===== src/rtl/cache_pkg.sv =====
// Shared cache definitions: geometry, line/beat sizing, bridge states.
// Used by the cache controller and the memory bridge.
package cache_pkg;

  localparam int ADDR_BITS      = 32;
  localparam int LINE_BYTES     = 64;
  localparam int LINE_SIZE_BITS = LINE_BYTES * 8;
  localparam int OFFSET_W       = $clog2(LINE_BYTES);
  localparam int NUM_WAYS       = 4;
  localparam int NUM_SETS       = 64;
  localparam int INDEX_W        = $clog2(NUM_SETS);
  localparam int TAG_W          = ADDR_BITS - INDEX_W - OFFSET_W;
  localparam int MEM_BEAT_BITS  = 32;
  localparam int BEATS          = LINE_SIZE_BITS / MEM_BEAT_BITS;
  localparam int BEAT_BYTES     = MEM_BEAT_BITS / 8;

  typedef enum logic [1:0] {
    BR_IDLE,
    BR_WB,
    BR_RD,
    BR_RESP
  } bridge_state_t;

endpackage


===== src/rtl/beat_counter.sv =====
// Beat index within a line burst.
// Advances on ack, wraps after the last beat.
module beat_counter #(
  parameter int BEATS = 16,
  parameter int W     = $clog2(BEATS)
) (
  input  logic         clk,
  input  logic         rst,
  input  logic         en,
  input  logic         clr,
  output logic [W-1:0] count,
  output logic         last
);

  assign last = (count == W'(BEATS - 1));

  always_ff @(posedge clk or posedge rst) begin
    if (rst) begin
      count <= '0;
    end else if (clr) begin
      count <= '0;
    end else if (en) begin
      count <= last ? '0 : count + 1'b1;
    end
  end

endmodule


===== src/rtl/cache_mem_bridge.sv =====
// Line miss/evict bridge: burst writeback of a dirty victim,
// then beat-wise refill reassembled into a full line.
module cache_mem_bridge
  import cache_pkg::*;
#(
  parameter int ADDRESS_WIDTH   = ADDR_BITS,
  parameter int LINE_SIZE_BYTES = LINE_BYTES,
  parameter int OFFSET_BITS     = OFFSET_W,
  parameter int MEM_DATA_WIDTH  = MEM_BEAT_BITS
) (
  input  logic                         clk,
  input  logic                         rst,
  input  logic                         i_miss_req,
  input  logic [ADDRESS_WIDTH-1:0]     i_miss_addr,
  input  logic                         i_evict,
  input  logic [ADDRESS_WIDTH-1:0]     i_evict_addr,
  input  logic [LINE_SIZE_BYTES*8-1:0] i_evict_data,
  output logic                         o_ready,
  output logic [LINE_SIZE_BYTES*8-1:0] o_memory_line,
  output logic                         o_memory_response,
  output logic                         o_mem_req,
  output logic                         o_mem_we,
  output logic [ADDRESS_WIDTH-1:0]     o_mem_addr,
  output logic [MEM_DATA_WIDTH-1:0]    o_mem_wdata,
  input  logic                         i_mem_ack,
  input  logic [MEM_DATA_WIDTH-1:0]    i_mem_rdata
);

  localparam int LW     = LINE_SIZE_BYTES * 8;
  localparam int NBEATS = LW / MEM_DATA_WIDTH;
  localparam int BW     = $clog2(NBEATS);
  localparam int BSHIFT = $clog2(MEM_DATA_WIDTH / 8);

  bridge_state_t state, state_nxt;

  logic [ADDRESS_WIDTH-1:0] miss_base;
  logic [ADDRESS_WIDTH-1:0] evict_base;
  logic [LW-1:0]            evict_buf;
  logic [LW-1:0]            line_buf;
  logic [LW-1:0]            out_line;
  logic [BW-1:0]            beat;
  logic                     last_beat;
  logic                     accept;
  logic                     busy;
  logic [ADDRESS_WIDTH-1:0] beat_off;

  assign accept   = (state == BR_IDLE) && i_miss_req;
  assign busy     = (state == BR_WB) || (state == BR_RD);
  assign beat_off = ADDRESS_WIDTH'(beat) << BSHIFT;

  beat_counter #(
    .BEATS (NBEATS),
    .W     (BW)
  ) u_beat (
    .clk   (clk),
    .rst   (rst),
    .en    (busy && i_mem_ack),
    .clr   (accept),
    .count (beat),
    .last  (last_beat)
  );

  always_ff @(posedge clk or posedge rst) begin
    if (rst) begin
      state <= BR_IDLE;
    end else begin
      state <= state_nxt;
    end
  end

  always_comb begin
    state_nxt = state;
    unique case (state)
      BR_IDLE: if (i_miss_req) state_nxt = i_evict ? BR_WB : BR_RD;
      BR_WB:   if (i_mem_ack && last_beat) state_nxt = BR_RD;
      BR_RD:   if (i_mem_ack && last_beat) state_nxt = BR_RESP;
      BR_RESP: state_nxt = BR_IDLE;
      default: state_nxt = BR_IDLE;
    endcase
  end

  always_ff @(posedge clk or posedge rst) begin
    if (rst) begin
      miss_base  <= '0;
      evict_base <= '0;
      evict_buf  <= '0;
      line_buf   <= '0;
      out_line   <= '0;
    end else begin
      if (accept) begin
        miss_base <= {i_miss_addr[ADDRESS_WIDTH-1:OFFSET_BITS],
                      {OFFSET_BITS{1'b0}}};
        if (i_evict) begin
          evict_base <= {i_evict_addr[ADDRESS_WIDTH-1:OFFSET_BITS],
                         {OFFSET_BITS{1'b0}}};
          evict_buf  <= i_evict_data;
        end
      end
      if (state == BR_RD && i_mem_ack) begin
        line_buf[beat*MEM_DATA_WIDTH +: MEM_DATA_WIDTH] <= i_mem_rdata;
      end
      // out_line keeps the last refill visible after RESP
      if (state == BR_RESP) begin
        out_line <= line_buf;
      end
    end
  end

  always_comb begin
    o_mem_req   = 1'b0;
    o_mem_we    = 1'b0;
    o_mem_addr  = '0;
    o_mem_wdata = '0;
    unique case (1'b1)
      (state == BR_WB): begin
        o_mem_req   = 1'b1;
        o_mem_we    = 1'b1;
        o_mem_addr  = evict_base + beat_off;
        o_mem_wdata = evict_buf[beat*MEM_DATA_WIDTH +: MEM_DATA_WIDTH];
      end
      (state == BR_RD): begin
        o_mem_req  = 1'b1;
        o_mem_addr = miss_base + beat_off;
      end
      default: ;
    endcase
  end

  assign o_ready           = (state == BR_IDLE);
  assign o_memory_response = (state == BR_RESP);
  assign o_memory_line     = (state == BR_RESP) ? line_buf : out_line;

endmodule


===== config.mk =====
export PLATFORM = sky130hd
export DESIGN_NAME = cache_mem_bridge
export DESIGN_NICKNAME = d
export VERILOG_FILES = /design/src/rtl/cache_pkg.sv /design/src/rtl/beat_counter.sv /design/src/rtl/cache_mem_bridge.sv
export SDC_FILE = /design/constraint.sdc
export NUM_CORES = 2
export LEC_CHECK = 0
export ABC_CLOCK_PERIOD_IN_PS = 52400
export BUFFER_PORTS_ARGS = -buffer_cell sky130_fd_sc_hd__buf_2
export CORE_AREA = 2 2 459 461
export CTS_CLUSTER_DIAMETER = 80
export DETAILED_ROUTE_END_ITERATION = 10
export DIE_AREA = 0 0 461 463
export SLEW_MARGIN = 20
export SYNTH_ARGS = -nofsm -noshare
export SYNTH_HDL_FRONTEND = slang
export SYNTH_SLANG_ARGS = --single-unit

===== constraint.sdc =====
create_clock -name clk -period 52.4 [get_ports clk]
set_input_delay 10.48 -clock clk [delete_from_list [all_inputs] [get_ports clk]]
set_output_delay 10.48 -clock clk [all_outputs]
set_load 0.05 [all_outputs]

==> impl_metrics.csv <==
group,metric,value,unit
status,outcome,"complete, no violations",
critical_path,path_cells,"ha_4 -> buf_4 -> buf_4 -> buf_4 -> mux2_2 -> buf_2",
detailed_routing,initialDrtViolationCount,3274,
clock_network,cts_resized,0,
critical_path,reg2reg_setup_slack,47270,ps
critical_path,critPathLaunchType,"flop",
timing,worst_slew_pin_slew,1170,ps
timing,final.period_utilization,30.5,%
clock_network,h-tree-depth,4,
floorplan,floorplan.die.height,463,µm
power,leakagePower,40.0,nW
power,fin_total_pwr,0.00445,W
timing,setup_viol,0,
critical_path,timing.critical_path.to_type,"output pin",
critical_path,crit_path_frequent_cell,"buf_4",
cells_and_area,final_net_count,6356,
detailed_routing,vias_per_cell,5.02,
yosys,synth-seq-cells,1594,
clock_network,worst_skew_pair.late_latency,840,ps
worst_hold_path,hold_path.class,"flop to flop",
worst_hold_path,worst_hold_path.num_cells,1,
power,p_seq_share,37.4,%
clock_network,cts_setup_buffers,0,
critical_path,crit_type,"flop to output pin",
critical_path,worst_r2r_path_depth,9,
detailed_routing,vias,43900,
yosys,yosys_most_used_dff,"dfrtp_1",
place,preCtsSetupSlack,36990,ps
cells_and_area,areaGrowthSynthToFinish,22.5,%
power,internal_power,0.00278,W
cells_and_area,layout.core_utilization,38.7,%
global_route,grt_antenna_before_repair,155,
timing,post-route-min-period,15970,ps
detailed_routing,detail-route-antenna-nets,0,
clock_network,cts_sinks,1594,
cells_and_area,instances_no_fill,8742,
timing,fin_worst_skew,65.3,ps
worst_hold_path,hold_end,"out_line[144]",
timing,max_freq,62.6,MHz
floorplan,die_width,461,µm
clock_network,clk_root_buffer_cell,"clkbuf_16",
global_route,grt_remaining_overflow,0,
power,power.share.clock,28.5,%
global_route,grt_start_max_net_pins,204,
detailed_routing,post_drt_wl_per_cell,27.8,µm
job,max_cap_viol_count,0,
place,port-buffer-count,1178,
power,p_comb_share,34.1,%
timing,final_hold_viol_count,0,
place,gp_congestion,0.894,
critical_path,rr_endpoint,"evict_buf[156]",
clock_network,numCtsBuffers,177,
clock_network,clkTransAtPathRegs,60,ps
cells_and_area,final_layout_size_suffix_gt1_share,50.4,%
clock_network,cts_hold_repair.buffers,0,
timing,finalMaxSlewViolations,0,
critical_path,critical-path-slowest-cell,"buf_4",
critical_path,crit-reg2reg-launch,"state[0]",
timing,grt_setup_unrepaired,"no",
yosys,post_synth_edffs,0,
critical_path,timing.critical_path.required,41920,ps
power,net_switching_power_of_the_design,0.00167,W
critical_path,crit_arrival,5490,ps
yosys,synthesis.instances,4666,
power,power.density,55.2,nW/µm²
place,dp.cells,8358,
yosys,synth_sequential_area_ratio,60.6,%
worst_hold_path,min-delay-start,"line_buf[144]",
yosys,yosys_warnings,0,
yosys,async_reset_ff_share,100,%
floorplan,design.core.area,209000,µm²
critical_path,slowest_delay,920,ps
floorplan,dieArea,213000,µm²
floorplan,fp-row-count,168,
global_route,global_route_usage_over_all_layers,22.2,%
timing,timing.final.ws_setup,36430,ps
timing,worst_slew_margin_rel,19.8,%
yosys,mean_area_per_synthesized_cell,14.1,µm²
detailed_routing,drt_drc_violations_left,0,
power,p_sw_share,37.5,%
global_route,grt_pass1_vias,44600,
timing,setup-tns-final,0,ps
detailed_routing,drt_pre_antenna_iters,5,
yosys,synthDistinctLibCells,48,
place,detailedPlacementHpwl,174,mm
detailed_routing,wl,243,mm
clock_network,tritoncts,"built",
floorplan,initial_utilization,31.6,%
floorplan,i_o_pins,1193,
power,peakVddDrop,0.0406,mV
yosys,cell_area_after_synthesis,65900,µm²
global_route,grt_first_pass_wirelength,340,mm
clock_network,clock_tree.buffer_depth,3,
critical_path,critical_path_peak_fanout,73,
==> flip-flops by register name, summed over array words and instances (netlist names) <==
register      flops
u_beat.count      4
state             2
evict_base       26
miss_base        26
out_line        512
line_buf        512
evict_buf       512
==> worst max-delay path: cells and delay by family, from the launching register on <==
kind,cells,cell delay (ps)
flip-flops,1,440
adder cells (fa/ha/maj),1,720
buffers and inverters,4,2890
multiplexers,1,440
==> power groups by stage <==
stage	clock network, W	logic, W	registers, W
after floorplan	0	0.00107	0.00162
after global placement	0	0.00152	0.00167
after detailed placement	0	0.00154	0.00169
after CTS	0.00130	0.00155	0.00167
after global routing	0.00135	0.00160	0.00169
final	0.00127	0.00152	0.00167
==> layer usage <==
layer / wire (µm) / vias to the layer above / GRT usage [%]
met2: 120000 / 1615 / 37.8
li1: - / 18900 / -
met4: 10600 / 98 / 9.11
met3: 21300 / 489 / 7.45
met5: 588 / - / 0
met1: 90300 / 22800 / 25.5
==> Yosys cell counts (2+ instances only) <==
cell | instances | share of area, %
a21oi_1 | 38 | 0.29
a22oi_1 | 41 | 0.47
and2_1 | 10 | 0.095
and3_1 | 196 | 1.9
and3b_1 | 2 | 0.027
buf_1 | 14 | 0.080
buf_2 | 164 | 1.2
buf_4 | 33 | 0.38
clkbuf_1 | 162 | 0.92
dfrtp_1 | 1594 | 61
ha_1 | 9 | 0.17
inv_1 | 38 | 0.22
mux2_1 | 12 | 0.21
mux2_2 | 1290 | 22
mux2i_1 | 89 | 1.4
mux4_2 | 81 | 2.8
nand2_1 | 365 | 2.1
nand2b_1 | 3 | 0.029
nand3_1 | 37 | 0.28
nand3_2 | 4 | 0.061
nor2_1 | 10 | 0.057
nor2_2 | 4 | 0.038
nor2b_1 | 31 | 0.29
nor3_1 | 3 | 0.023
nor3_2 | 2 | 0.030
o211ai_1 | 5 | 0.057
o211ai_2 | 5 | 0.095
o21ai_0 | 177 | 1.3
o21ai_1 | 9 | 0.068
o221ai_1 | 27 | 0.36
o22a_1 | 2 | 0.027
o31ai_1 | 192 | 2.2
xor2_1 | 2 | 0.027
==> placed cells by master (no fill, tap or decap), types with 6 or more instances in the layout <==
cell type   instances
ha_1                7
and3_1            195
clkinv_16           9
clkbuf_16         177
nor2_1              7
a22oi_1            41
mux2_1             12
o21ai_1             9
clkinv_2           26
clkbuf_1           36
dfrtp_1          1591
o221ai_1           27
o21ai_0           177
buf_4              73
mux2_2           1290
diode_2            59
inv_1              37
o31ai_1           192
nor2b_1            31
and2_1              6
a21oi_1            38
clkinv_4            7
mux2i_1            89
mux4_2             81
buf_2            1178
nand3_1            36
nand2_1           361
clkinvlp_4          9
bufinv_16           8
clkbuf_8           41
==> kinds of logic (layout without fill, tap and decap cells) <==
| family | count (synthesis) | in the layout | synth area share (%) |
|---|---|---|---|
| AO/OA/AOI/OAI | 501 | 501 | 4.99 |
| XOR/XNOR | 3 | 3 | 0.0513 |
| adder cells (fa/ha/maj) | 9 | 9 | 0.171 |
| buffers and inverters | 413 | 1624 | 2.86 |
| flip-flops | 1594 | 1594 | 60.6 |
| multiplexers | 1472 | 1472 | 26.4 |
| other | 1 | 61 | 0.00569 |
| AND/OR/NAND/NOR | 673 | 673 | 4.97 |
==> how the worst max path moves through the flow <==
stage,start,endpoint,slack (ps),depth (start not counted)
floorplan,rst,evict_base[10],19830,1
global placement,rst,out_line[214],37070,7
detailed placement,rst,line_buf[95],36990,7
CTS,state[0],o_memory_line[471],36200,6
global route,state[0],o_memory_line[471],36030,6
finish,state[0],o_memory_line[37],36430,6
==> metrics by stage <==
step	hold WS [ps]	cell area, µm²
global placement	454	74400
detailed placement	460	74400
floorplan	438	65900
CTS	467	80400
global route	492	80600
finish	470	80700
==> final cells by class <==
type | instances | area (µm²)
Inverter | 39 | 150
Sequential cell | 1594 | 39900
Clock buffer | 254 | 5130
Tap cell | 2805 | 3510
Clock inverter | 69 | 908
Timing Repair Buffer | 1262 | 6660
Multi-Input combinational cell | 2660 | 24300
Antenna cell | 59 | 148
Fill cell | 20000 | 128000
Power figures use the tool's default switching activity.
